--- src/rtl/serial_add_pkg.sv ---
// Shared definitions for the bit-serial adder sequencer: FSM state encoding
// and the default operand width.
package serial_add_pkg;

    localparam int unsigned SA_WIDTH = 8;

    typedef enum logic [1:0] {
        ST_IDLE = 2'd0,
        ST_RUN  = 2'd1,
        ST_DONE = 2'd2
    } sa_state_t;

endpackage

--- src/rtl/bit_full_add.sv ---
// Combinational 1-bit full adder built from two half-adder stages plus an OR;
// this is the cell time-shared by serial_add_ctrl.
module bit_full_add (
    input  logic a,
    input  logic b,
    input  logic cin,
    output logic sum,
    output logic cout
);

    logic w_s1;
    logic w_c1;
    logic w_c2;

    half_add u_ha0 (
        .a (a),
        .b (b),
        .s (w_s1),
        .c (w_c1)
    );

    half_add u_ha1 (
        .a (w_s1),
        .b (cin),
        .s (sum),
        .c (w_c2)
    );

    assign cout = w_c1 | w_c2;

endmodule

--- src/rtl/half_add.sv ---
// Single half-adder stage: sum and carry of two bits.
module half_add (
    input  logic a,
    input  logic b,
    output logic s,
    output logic c
);

    assign s = a ^ b;
    assign c = a & b;

endmodule

--- src/rtl/serial_add_ctrl.sv ---
// Bit-serial adder sequencer: captures two WIDTH-bit operands on start, steps
// one shared full-adder cell LSB first, and presents a registered sum/carry.
module serial_add_ctrl
    import serial_add_pkg::*;
#(
    parameter int WIDTH = SA_WIDTH,
    parameter int CNT_W = $clog2(WIDTH)
) (
    input  logic             clk,
    input  logic             rst,
    input  logic             start,
    input  logic [WIDTH-1:0] a_in,
    input  logic [WIDTH-1:0] b_in,
    output logic             busy,
    output logic             done,
    output logic [WIDTH-1:0] sum_out,
    output logic             carry_out
);

    sa_state_t        r_state;
    sa_state_t        w_state_nxt;
    logic [WIDTH-1:0] r_a_sh;
    logic [WIDTH-1:0] r_b_sh;
    logic [WIDTH-1:0] r_s_sh;
    logic [CNT_W-1:0] r_cnt;
    logic             r_cy;
    logic [WIDTH-1:0] r_sum;
    logic             r_carry;
    logic             w_fa_sum;
    logic             w_fa_cout;
    logic             w_last;

    bit_full_add u_fa (
        .a    (r_a_sh[0]),
        .b    (r_b_sh[0]),
        .cin  (r_cy),
        .sum  (w_fa_sum),
        .cout (w_fa_cout)
    );

    assign w_last = (r_cnt == CNT_W'(WIDTH - 1));

    always_ff @(posedge clk) begin
        if (rst) r_state <= ST_IDLE;
        else     r_state <= w_state_nxt;
    end

    always_comb begin
        w_state_nxt = r_state;
        case (r_state)
            ST_IDLE: if (start) w_state_nxt = ST_RUN;
            ST_RUN:  if (w_last) w_state_nxt = ST_DONE;
            ST_DONE: w_state_nxt = ST_IDLE;
            default: w_state_nxt = ST_IDLE;
        endcase
    end

    // Sum bits enter at the MSB so after WIDTH shifts bit 0 sits at index 0.
    always_ff @(posedge clk) begin
        if (rst) begin
            r_a_sh  <= '0;
            r_b_sh  <= '0;
            r_s_sh  <= '0;
            r_cnt   <= '0;
            r_cy    <= 1'b0;
            r_sum   <= '0;
            r_carry <= 1'b0;
        end else begin
            case (r_state)
                ST_IDLE: begin
                    if (start) begin
                        r_a_sh <= a_in;
                        r_b_sh <= b_in;
                        r_s_sh <= '0;
                        r_cnt  <= '0;
                        r_cy   <= 1'b0;
                    end
                end
                ST_RUN: begin
                    r_s_sh <= {w_fa_sum, r_s_sh[WIDTH-1:1]};
                    r_a_sh <= {1'b0, r_a_sh[WIDTH-1:1]};
                    r_b_sh <= {1'b0, r_b_sh[WIDTH-1:1]};
                    r_cy   <= w_fa_cout;
                    r_cnt  <= r_cnt + 1'b1;
                    if (w_last) begin
                        r_sum   <= {w_fa_sum, r_s_sh[WIDTH-1:1]};
                        r_carry <= w_fa_cout;
                    end
                end
                default: ;
            endcase
        end
    end

    assign busy      = (r_state == ST_RUN);
    assign done      = (r_state == ST_DONE);
    assign sum_out   = r_sum;
    assign carry_out = r_carry;

endmodule

--- config.mk ---
export PLATFORM = sky130hd
export DESIGN_NAME = serial_add_ctrl
export DESIGN_NICKNAME = d
export VERILOG_FILES = /design/src/rtl/serial_add_pkg.sv /design/src/rtl/bit_full_add.sv /design/src/rtl/half_add.sv /design/src/rtl/serial_add_ctrl.sv
export SDC_FILE = /design/constraint.sdc
export NUM_CORES = 1
export LEC_CHECK = 0
export ABC_AREA = 0
export BUFFER_PORTS_ARGS = -buffer_cell sky130_fd_sc_hd__clkbuf_2
export CAP_MARGIN = 10
export CORE_UTILIZATION = 45
export DETAILED_ROUTE_END_ITERATION = 8
export GPL_TIMING_DRIVEN = 0
export PLACE_DENSITY = 0.66
export SYNTH_ARGS = -nofsm -noshare
export SYNTH_HDL_FRONTEND = slang
export SYNTH_SLANG_ARGS = --single-unit
--- constraint.sdc ---
create_clock -name clk -period 1.25 [get_ports clk]
set_clock_uncertainty 0.05 [all_clocks]
set_input_delay 0.25 -clock clk [delete_from_list [all_inputs] [get_ports clk]]
set_output_delay 0.25 -clock clk [all_outputs]
set_load 0.01 [all_outputs]
# After elaboration in Yosys (flattened, before gate mapping)

Index checks and enable logic that the tools add are counted.

Reduce and logical (&&, ||, !) cells: 5
Mux-type cells: 13
$add $sub $neg: 1
Eq/ne operators: 5
Bitwise operators: 5

Operators with widths:

| cell                                           | number |
|---|---|
| case mux 8 bit (2 select lines)                | 3 |
| two-way mux 8 bit                              | 3 |
| case mux 3 bit (2 select lines)                | 1 |
| AND reduction 2 bit                            | 3 |
| two-way mux 2 bit                              | 2 |
| case mux 2 bit (2 select lines)                | 1 |
| adder 3 x 1 -> 3 bit (second input constant)   | 1 |
| == test 3 bit (second input constant)          | 1 |
| two-way mux 3 bit                              | 1 |
| AND 1 bit                                      | 2 |
| == test 2 x 1 -> 1 bit (second input constant) | 1 |
| == test 2 bit (second input constant)          | 1 |
| zero test 2 bit                                | 1 |
| != test 2 x 1 -> 1 bit (second input constant) | 1 |
| != test 2 bit (second input constant)          | 1 |
| case mux 1 bit (2 select lines)                | 1 |
| nonzero test 2 bit                             | 1 |
| bitwise XOR 1 bit                              | 2 |
| two-way mux 1 bit                              | 1 |
| bitwise OR 1 bit                               | 1 |

Logic and storage cells: 37
Input bits: 19
Register bits after elaboration: 39
Output and inout port bits: 11

# Depth between registers and ports, before layout

Gate-level depths: netlist (run 1).

Word-level depth: 4
Depth in mapped cells: 6
Gate-level depth less buffers: 5

# Hierarchy

Synthesis (run 1) repeated with hierarchy kept, for this count alone.

Cell total of the unflattened synthesis: 163
Area, all modules: 1651.6 µm²

By module, submodules not included:

| module          | times used | area each (µm²) | cells each |
|---|---|---|---|
| serial_add_ctrl | 1          | 1620.3          | 160 |
| half_add        | 2          | 12.5            | 1 |
| bit_full_add    | 1          | 6.3             | 1 |

# Worst setup path after synthesis (run 1)

No wires, ideal clock.

Path kind: register to register
From: register r_cnt[0]
To: register r_sum[2] (netlist: sum_out[2])
Cell stages (with the launch flop): 7
Arrival: 1.130 ns
Clock period less this slack: 1.323 ns
Path buffers: 1
Path slack: -0.073 ns
Required time: 1.057 ns
Setup time: 0.143 ns
Path through: dfxtp_1 > ha_1 > ha_1 > and3b_1 > buf_2 > nand2_1 > a21oi_1

Word-level cells in the longest chain between the ends: 2

RTL lines:

| element                       | RTL line              | RTL |
|---|---|---|
| start: declaration            | serial_add_ctrl.sv:25 | `logic [CNT_W-1:0] r_cnt;` |
| start signal: assignment      | serial_add_ctrl.sv:84 | `r_cnt <= r_cnt + 1'b1;` |
| == test 3 bit                 | serial_add_ctrl.sv:41 | `assign w_last = (r_cnt == CNT_W'(WIDTH - 1));` |
| AND reduction 2 bit (no line) | --                    |  |
| end signal: assignment        | serial_add_ctrl.sv:86 | `r_sum <= {w_fa_sum, r_s_sh[WIDTH-1:1]};` |
| end: declaration              | serial_add_ctrl.sv:27 | `logic [WIDTH-1:0] r_sum;` |

Every way passes these cells.
A chain may end at the register's enable or synchronous reset.

# Worst setup path after layout (run 1)

From: register r_state[0]
To: output port done

Word-level cells in the longest chain between the ends: 1

RTL lines:

| element                  | RTL line              | RTL |
|---|---|---|
| start: declaration       | serial_add_ctrl.sv:20 | `sa_state_t r_state;` |
| start signal: assignment | serial_add_ctrl.sv:45 | `else r_state <= w_state_nxt;` |
| == test 2 bit            | serial_add_ctrl.sv:96 | `assign done = (r_state == ST_DONE);` |
| end: declaration         | serial_add_ctrl.sv:15 | `output logic done,` |

Every way passes these cells.

==> impl_metrics.yaml, run 1 <==
critical_path:
  r2r_start: "r_state[0]"
  rr_worst_depth: 6
  endpoint_kind: "output pin"
  regToRegSetupSlack_ns: -0.13
  arrival_ns: 1.14
  start_kind: "flop"
  timing.rr.end: "r_a_sh[1]"
  crit_path_end: "done"
  cp_max_fo: 3
  required_ns: 0.95
  crit_start: "r_state[0]"
  critical_path_class: "reg2out"
drt:
  via_count: 1354
  firstDrtPassIters: 4
  drt-initial-drc-count: 48
  top_layer: "met4"
  wl_met1_mm: 1.605
  postRouteWirelength_mm: 3.807
  ant_nets: 0
  drc: 0
  wl_per_cell_um: 14.81
  viasPerCell: 5.268
  wl_met2_mm: 1.998
  wl_met3_um: 172
synthesis:
  yosysSeqAreaShare_pct: 46.38
  ys_top_cells_by_area: "dfxtp_1 (46%), a211oi_2 (9.9%), mux2i_1 (7.9%)"
  yosys.area.top_type: "dfxtp_1"
  synth-seq-cells: 38
  synth_cell_types: 26
  synth_area_um2: 1640
  yosysTopAreaCellShare_pct: 46.38
  postSynthAreaPerCell_um2: 10.19
  synth_nets: 183
  yosys_warnings: 0
  syn-instance-count: 161
layout:
  fillers: 279
  regArea_um2: 772.0
  final_common_cell: "dfxtp_1"
  instances_no_fill: 257
  post-route-util_pct: 66.89
  syn2layout_area_growth_pct: 39.28
  final_cell_mix: "dfxtp_1 (31), clkbuf_2 (26), nor2_1 (21), nand2_1 (18), a211oi_2 (13)"
  multi_input_area_um2: 953.4
  antennaDiodeCount: 0
  nets: 232
  fin_area_um2: 2285
  final_layout_size_suffix_gt1_share_pct: 52.13
sta:
  fmax_mhz: 693.5
  relSlewSlack_pct: 59.24
  slew_violations: 0
  worst_pin_slew_ns: 0.6114
  setup_slack_ns: -0.1919
  rsz0062_at_grt: "true"
  fin_crit_ns: 1.442
  hold_slack_ns: 0.1039
  hold_violations: 0
  timing.final.crit_share_pct: 115.4
  setup_viol_count_final: 27
clock_tree:
  tritoncts: "yes"
  clkSinkCount: 38
  ctsRootBufferMaster: "clkbuf_4"
  htreeDepth: 2
  postCtsHoldBufs: 0
  clk_pin_slew_ns: 0.11
  clk_path_buf_depth: 2
  clk_latency_ns: 0.34
  cts_made_buffers: 5
power_and_ir_drop:
  peakVddDrop_mv: 0.9321
  powerDensity_nw_per_um2: 1115
  power_leakage_nw: 0.9186
die:
  dieArea_um2: 3891
  die_w_um: 62.38
  core_um2: 3416
  die_h_um: 62.38
  io_pins: 30
  rows: 21
  initial_core_util_pct: 48.02
min_path:
  hp-start: "a_in[7]"
  hold_class: "in2reg"
run_status:
  status: "complete, but fails checks"
  failed_checks: "setup timing"
placed_design:
  detailed_place_hpwl_mm: 2.363
  place_area_um2: 1849
  dp_slack_ns: -0.1123
  globalplace.congestion: 0.8008
  io_buffers: 28
  placed_cells: 235
grt:
  grt_pass1_wl_mm: 6.272
  grt_usage_pct: 20.61
  grt_pass1_vias: 1325
  grt_max_degree: 12
  grt-ovfl-total: 0
  antenna_found_initial: 0
flow_run:
  drv_cap: 0
-- through the flow --
step	power [W]	TNS, ns
6_report	0.002547	-1.589
5_1_grt	0.002677	-2.953
2_1_floorplan	0.001546	0
3_5_place_dp	0.001627	-1.422
3_3_place_gp	0.001614	-0.7567
4_1_cts	0.002482	-0.8267
-- cells by family after synthesis --
logic type	share of synthesized area (%)
multiplexers	7.933
flip-flops	46.38
AO/OA/AOI/OAI	21.05
AND/OR/NAND/NOR	15.03
buffers and inverters	6.865
adder cells (fa/ha/maj)	2.746
-- power breakdown --
| group | leakage, nW | internal (W) | switching (W) | total, W |
|---|---|---|---|---|
| Combinational | 0.566 | 0.000225 | 0.000208 | 0.000432 |
| Clock | 0.0395 | 0.000424 | 0.000383 | 0.000807 |
| Sequential | 0.314 | 0.00127 | 0.0000417 | 0.00131 |
-- routing by layer --
layer | global-route usage [%] | vias up
li1 | - | 667
met1 | 25.17 | 659
met2 | 35.85 | 24
met3 | 5.474 | 4
met4 | 5.233 | 0
met5 | 0 | -
-- synthesized netlist by cell type, drive strengths merged --
cell type	number
o21ba	1
a211oi	13
nor2	27
nor4b	2
mux2i	13
inv	2
a21oi	9
clkbuf	3
fa	1
dfxtp	38
nor3b	2
o21bai	1
nor2b	2
a22oi	12
nor3	1
ha	2
a2111oi	2
nand3b	1
buf	10
nand2	18
and3b	1
-- how the worst min path moves through the flow --
stage | to | slack (ns) | depth (start not counted)
2_1_floorplan | r_a_sh[7] | 0.35 | 2
3_3_place_gp | sum_out[5] | 0.40 | 2
3_5_place_dp | sum_out[4] | 0.40 | 2
4_1_cts | r_b_sh[7] | 0.09 | 3
5_1_grt | r_a_sh[7] | 0.1 | 3
6_report | r_a_sh[7] | 0.10 | 3
-- final cells by class --
cell class,count,area share [%]
Multi-Input combinational cell,109,41.73
Sequential cell,38,33.79
Timing Repair Buffer,43,13.09
Buffer,11,5.257
Tap cell,46,2.519
Clock buffer,7,1.972
Clock inverter,1,1.314
Inverter,2,0.3286
-- worst max-delay path: stages, from the launching register on --
cell     delay [ns]
dfxtp_4        0.37
buf_8          0.12
buf_12         0.12
nor2b_4        0.10
buf_6          0.10
-- state kept, by name (all words and copies together) (netlist names) --
name / count
carry_out: 1
sum_out: 8
r_cnt: 3
r_b_sh: 8
r_state: 2
r_a_sh: 8
r_cy: 1
r_s_sh: 7
-- repair_timing --
item,4_1_cts,5_1_grt
setup buffers,6,8
pin swaps,2,8
setup endpoints to repair,28,39
gates resized for setup,27,33
gates cloned,0,3
(Power assumes the default switching activity.)
==> run 2: changes to the inputs <==
--- a/config.mk
+++ b/config.mk
@@ -14,4 +14,5 @@
 export PLACE_DENSITY = 0.66
 export SYNTH_ARGS = -nofsm -noshare
 export SYNTH_HDL_FRONTEND = slang
+export SYNTH_HIERARCHICAL = 1
 export SYNTH_SLANG_ARGS = --single-unit
==> run 2 against run 1 <==
Against the previous run:
- the run still ends with setup timing left
- global-route usage fell by 0.67 points
- final area rose by 1.6%
- clock-buffer cell count fell by 2
- worst setup slack got worse by 0.036 ns
- via count fell by 1.5%
- synthesized area rose by 0.69%
- sequential cell count did not move
- sequential share of layout area fell by 0.38 points
- first-iteration DRC count rose by 6.3%
==> impl_metrics.yaml, run 2 <==
sta:
  setup_slack_ns: -0.2284
  slew_violations: 0
  rsz0062_at_grt: "true"
  fmax_mhz: 676.4
  timing.final.crit_share_pct: 118.3
  fin_crit_ns: 1.478
  worst_pin_slew_ns: 0.5938
  hold_slack_ns: 0.1097
  setup_viol_count_final: 27
  hold_violations: 0
  relSlewSlack_pct: 60.42
synthesis:
  yosysSeqAreaShare_pct: 46.06
  synth_nets: 186
  yosys_warnings: 6
  synth-seq-cells: 38
  synth_ff_type: "dfxtp_1"
  synth_area_um2: 1652
  yosysMostFrequentCell: "dfxtp_1"
  postSynthAreaPerCell_um2: 10.13
  synth_common_cells: "dfxtp_1 (38), nor2_1 (27), nand2_1 (18), a211oi_2 (13), mux2i_1 (13)"
  yosys.area.top_type: "dfxtp_1"
  ys_top_cells_by_area: "dfxtp_1 (46%), a211oi_2 (9.8%), mux2i_1 (7.9%)"
  synth_cell_types: 26
  yosysTopAreaCellShare_pct: 46.06
  async_reset_ff_share_pct: 0
  synth_edf_count: 0
  syn-instance-count: 163
grt:
  grt_max_degree: 12
  grt_pass1_vias: 1279
  grt_pass1_wl_mm: 6.030
  grt_usage_pct: 19.94
  grt-ovfl-total: 0
  antenna_found_initial: 0
flow_run:
  drv_cap: 0
run_status:
  failed_checks: "setup timing"
  status: "complete, but fails checks"
drt:
  drc: 0
  ant_nets: 0
  postRouteWirelength_mm: 3.887
  viasPerCell: 5.191
  via_count: 1334
  firstDrtPassIters: 4
  drt-initial-drc-count: 51
  wl_per_cell_um: 15.12
clock_tree:
  tritoncts: "yes"
  clk_pin_slew_ns: 0.11
  htreeDepth: 2
  clk_path_buf_depth: 2
  postCtsHoldBufs: 0
  ctsRootBufferMaster: "clkbuf_4"
  clk_latency_ns: 0.35
  cts_made_buffers: 5
  clkSinkCount: 38
critical_path:
  cpMostUsedCell: "buf_12"
  cp_slowest_cell: "dfxtp_4"
  arrival_ns: 1.18
  required_ns: 0.95
  endpoint_kind: "output pin"
  critical_path_class: "reg2out"
  cp_max_fo: 3
  crit_path_cell_trace: "buf_12, buf_12, nor2b_4, buf_6"
  critPathMaxStageDelay_ns: 0.38
  start_kind: "flop"
die:
  initial_core_util_pct: 48.35
  core_um2: 3416
  dieArea_um2: 3916
  io_pins: 30
  die_w_um: 62.58
  rows: 21
  die_h_um: 62.58
power_and_ir_drop:
  p_switching_w: 0.0006586
  peakVddDrop_mv: 0.8799
  switching_share_pct: 27.66
  p_total_w: 0.002381
  power_leakage_nw: 0.9188
  p_comb_share_pct: 19.7
  powerDensity_nw_per_um2: 1025
  pwr-share-clk_pct: 25.0
  power_frac_seq_pct: 55.3
  internal-power_w: 0.001723
min_path:
  hold_class: "in2reg"
layout:
  nets: 234
  antennaDiodeCount: 0
  final_layout_size_suffix_gt1_share_pct: 50.71
  post-route-util_pct: 67.99
  final_cell_mix: "dfxtp_1 (32), clkbuf_2 (26), nand2_1 (17), nor2_1 (17), a211oi_2 (13)"
  fin_area_um2: 2322
  instances_no_fill: 257
  final_common_cell: "dfxtp_1"
  syn2layout_area_growth_pct: 40.61
placed_design:
  detailed_place_hpwl_mm: 2.346
  place_area_um2: 1878
  globalplace.congestion: 0.7547
  placed_cells: 237
  io_buffers: 28
run 2: cell types whose count changed after synthesis, sizes merged:
| cell | change |
|---|---|
| fa | -1 |
| ha | +2 |
| or2 | +1 |
run 2: path summary, 6_finish.rpt:
path	from	end	slack [ns]	depth (start not counted)
max	r_state[0]	done	-0.23	4
min	a_in[7]	r_a_sh[7]	0.11	3
max reg2reg	r_state[0]	r_b_sh[4]	-0.20	5
min reg2reg	sum_out[3]	sum_out[3]	0.41	2
run 2: repair_timing:
item                       in CTS  in global routing
setup endpoints to repair      29                 40
cloned                          2                  0
pin swaps                       3                  4
buffers inserted                7                  6
gates resized for setup        34                 27
run 2: area by class of cell:
cell class | count | area (µm²)
Buffer | 12 | 140.1
Clock buffer | 5 | 37.54
Clock inverter | 2 | 10.01
Fill cell | 272 | 1094
Inverter | 2 | 7.507
Multi-Input combinational cell | 110 | 987.2
Sequential cell | 38 | 775.7
Tap cell | 46 | 57.56
Timing Repair Buffer | 42 | 306.5
run 2: power by group through the flow:
stage	sequential, W	clock [W]	combinational, W
floorplan	0.00132	0	0.000236
global placement	0.00133	0	0.000296
detailed placement	0.00133	0	0.000306
CTS	0.00131	0.000601	0.000412
global route	0.00132	0.000651	0.000506
finish	0.00132	0.000594	0.000470
run 2: cells by family (layout without fill, tap and decap cells):
family | after synthesis | count (layout) | share of synthesized area, %
and+or+nand+nor | 55 | 55 | 15.30
AOI/OAI and AO/OA | 38 | 38 | 20.91
DFF | 38 | 38 | 46.06
buffers and inverters | 15 | 63 | 6.818
muxes | 13 | 13 | 7.878
adders and majority gates | 4 | 4 | 3.030
run 2: worst max-delay path, delay by kind of cell, from the launching register on:
family                 cells  cell delay [ns]
DFF                        1             0.38
and+or+nand+nor            1             0.11
buffers and inverters      3             0.34
run 2: metal layers:
| layer | vias to the layer above | share of wire [%] | track usage [%] |
|---|---|---|---|
| met5 | - | 0 | 0 |
| met4 | 0 | 0.93 | 6.105 |
| met3 | 4 | 4.6 | 5.109 |
| li1 | 671 | - | - |
| met1 | 627 | 42 | 23.23 |
| met2 | 32 | 53 | 35.46 |
run 2: through the flow:
| step | TNS, ns | setup WS (ns) |
|---|---|---|
| after floorplan | -0.03714 | -0.03714 |
| after global placement | -0.8997 | -0.09724 |
| after global routing | -4.138 | -0.2660 |
| final | -2.623 | -0.2284 |
| after CTS | -1.796 | -0.2232 |
| after detailed placement | -1.396 | -0.1338 |
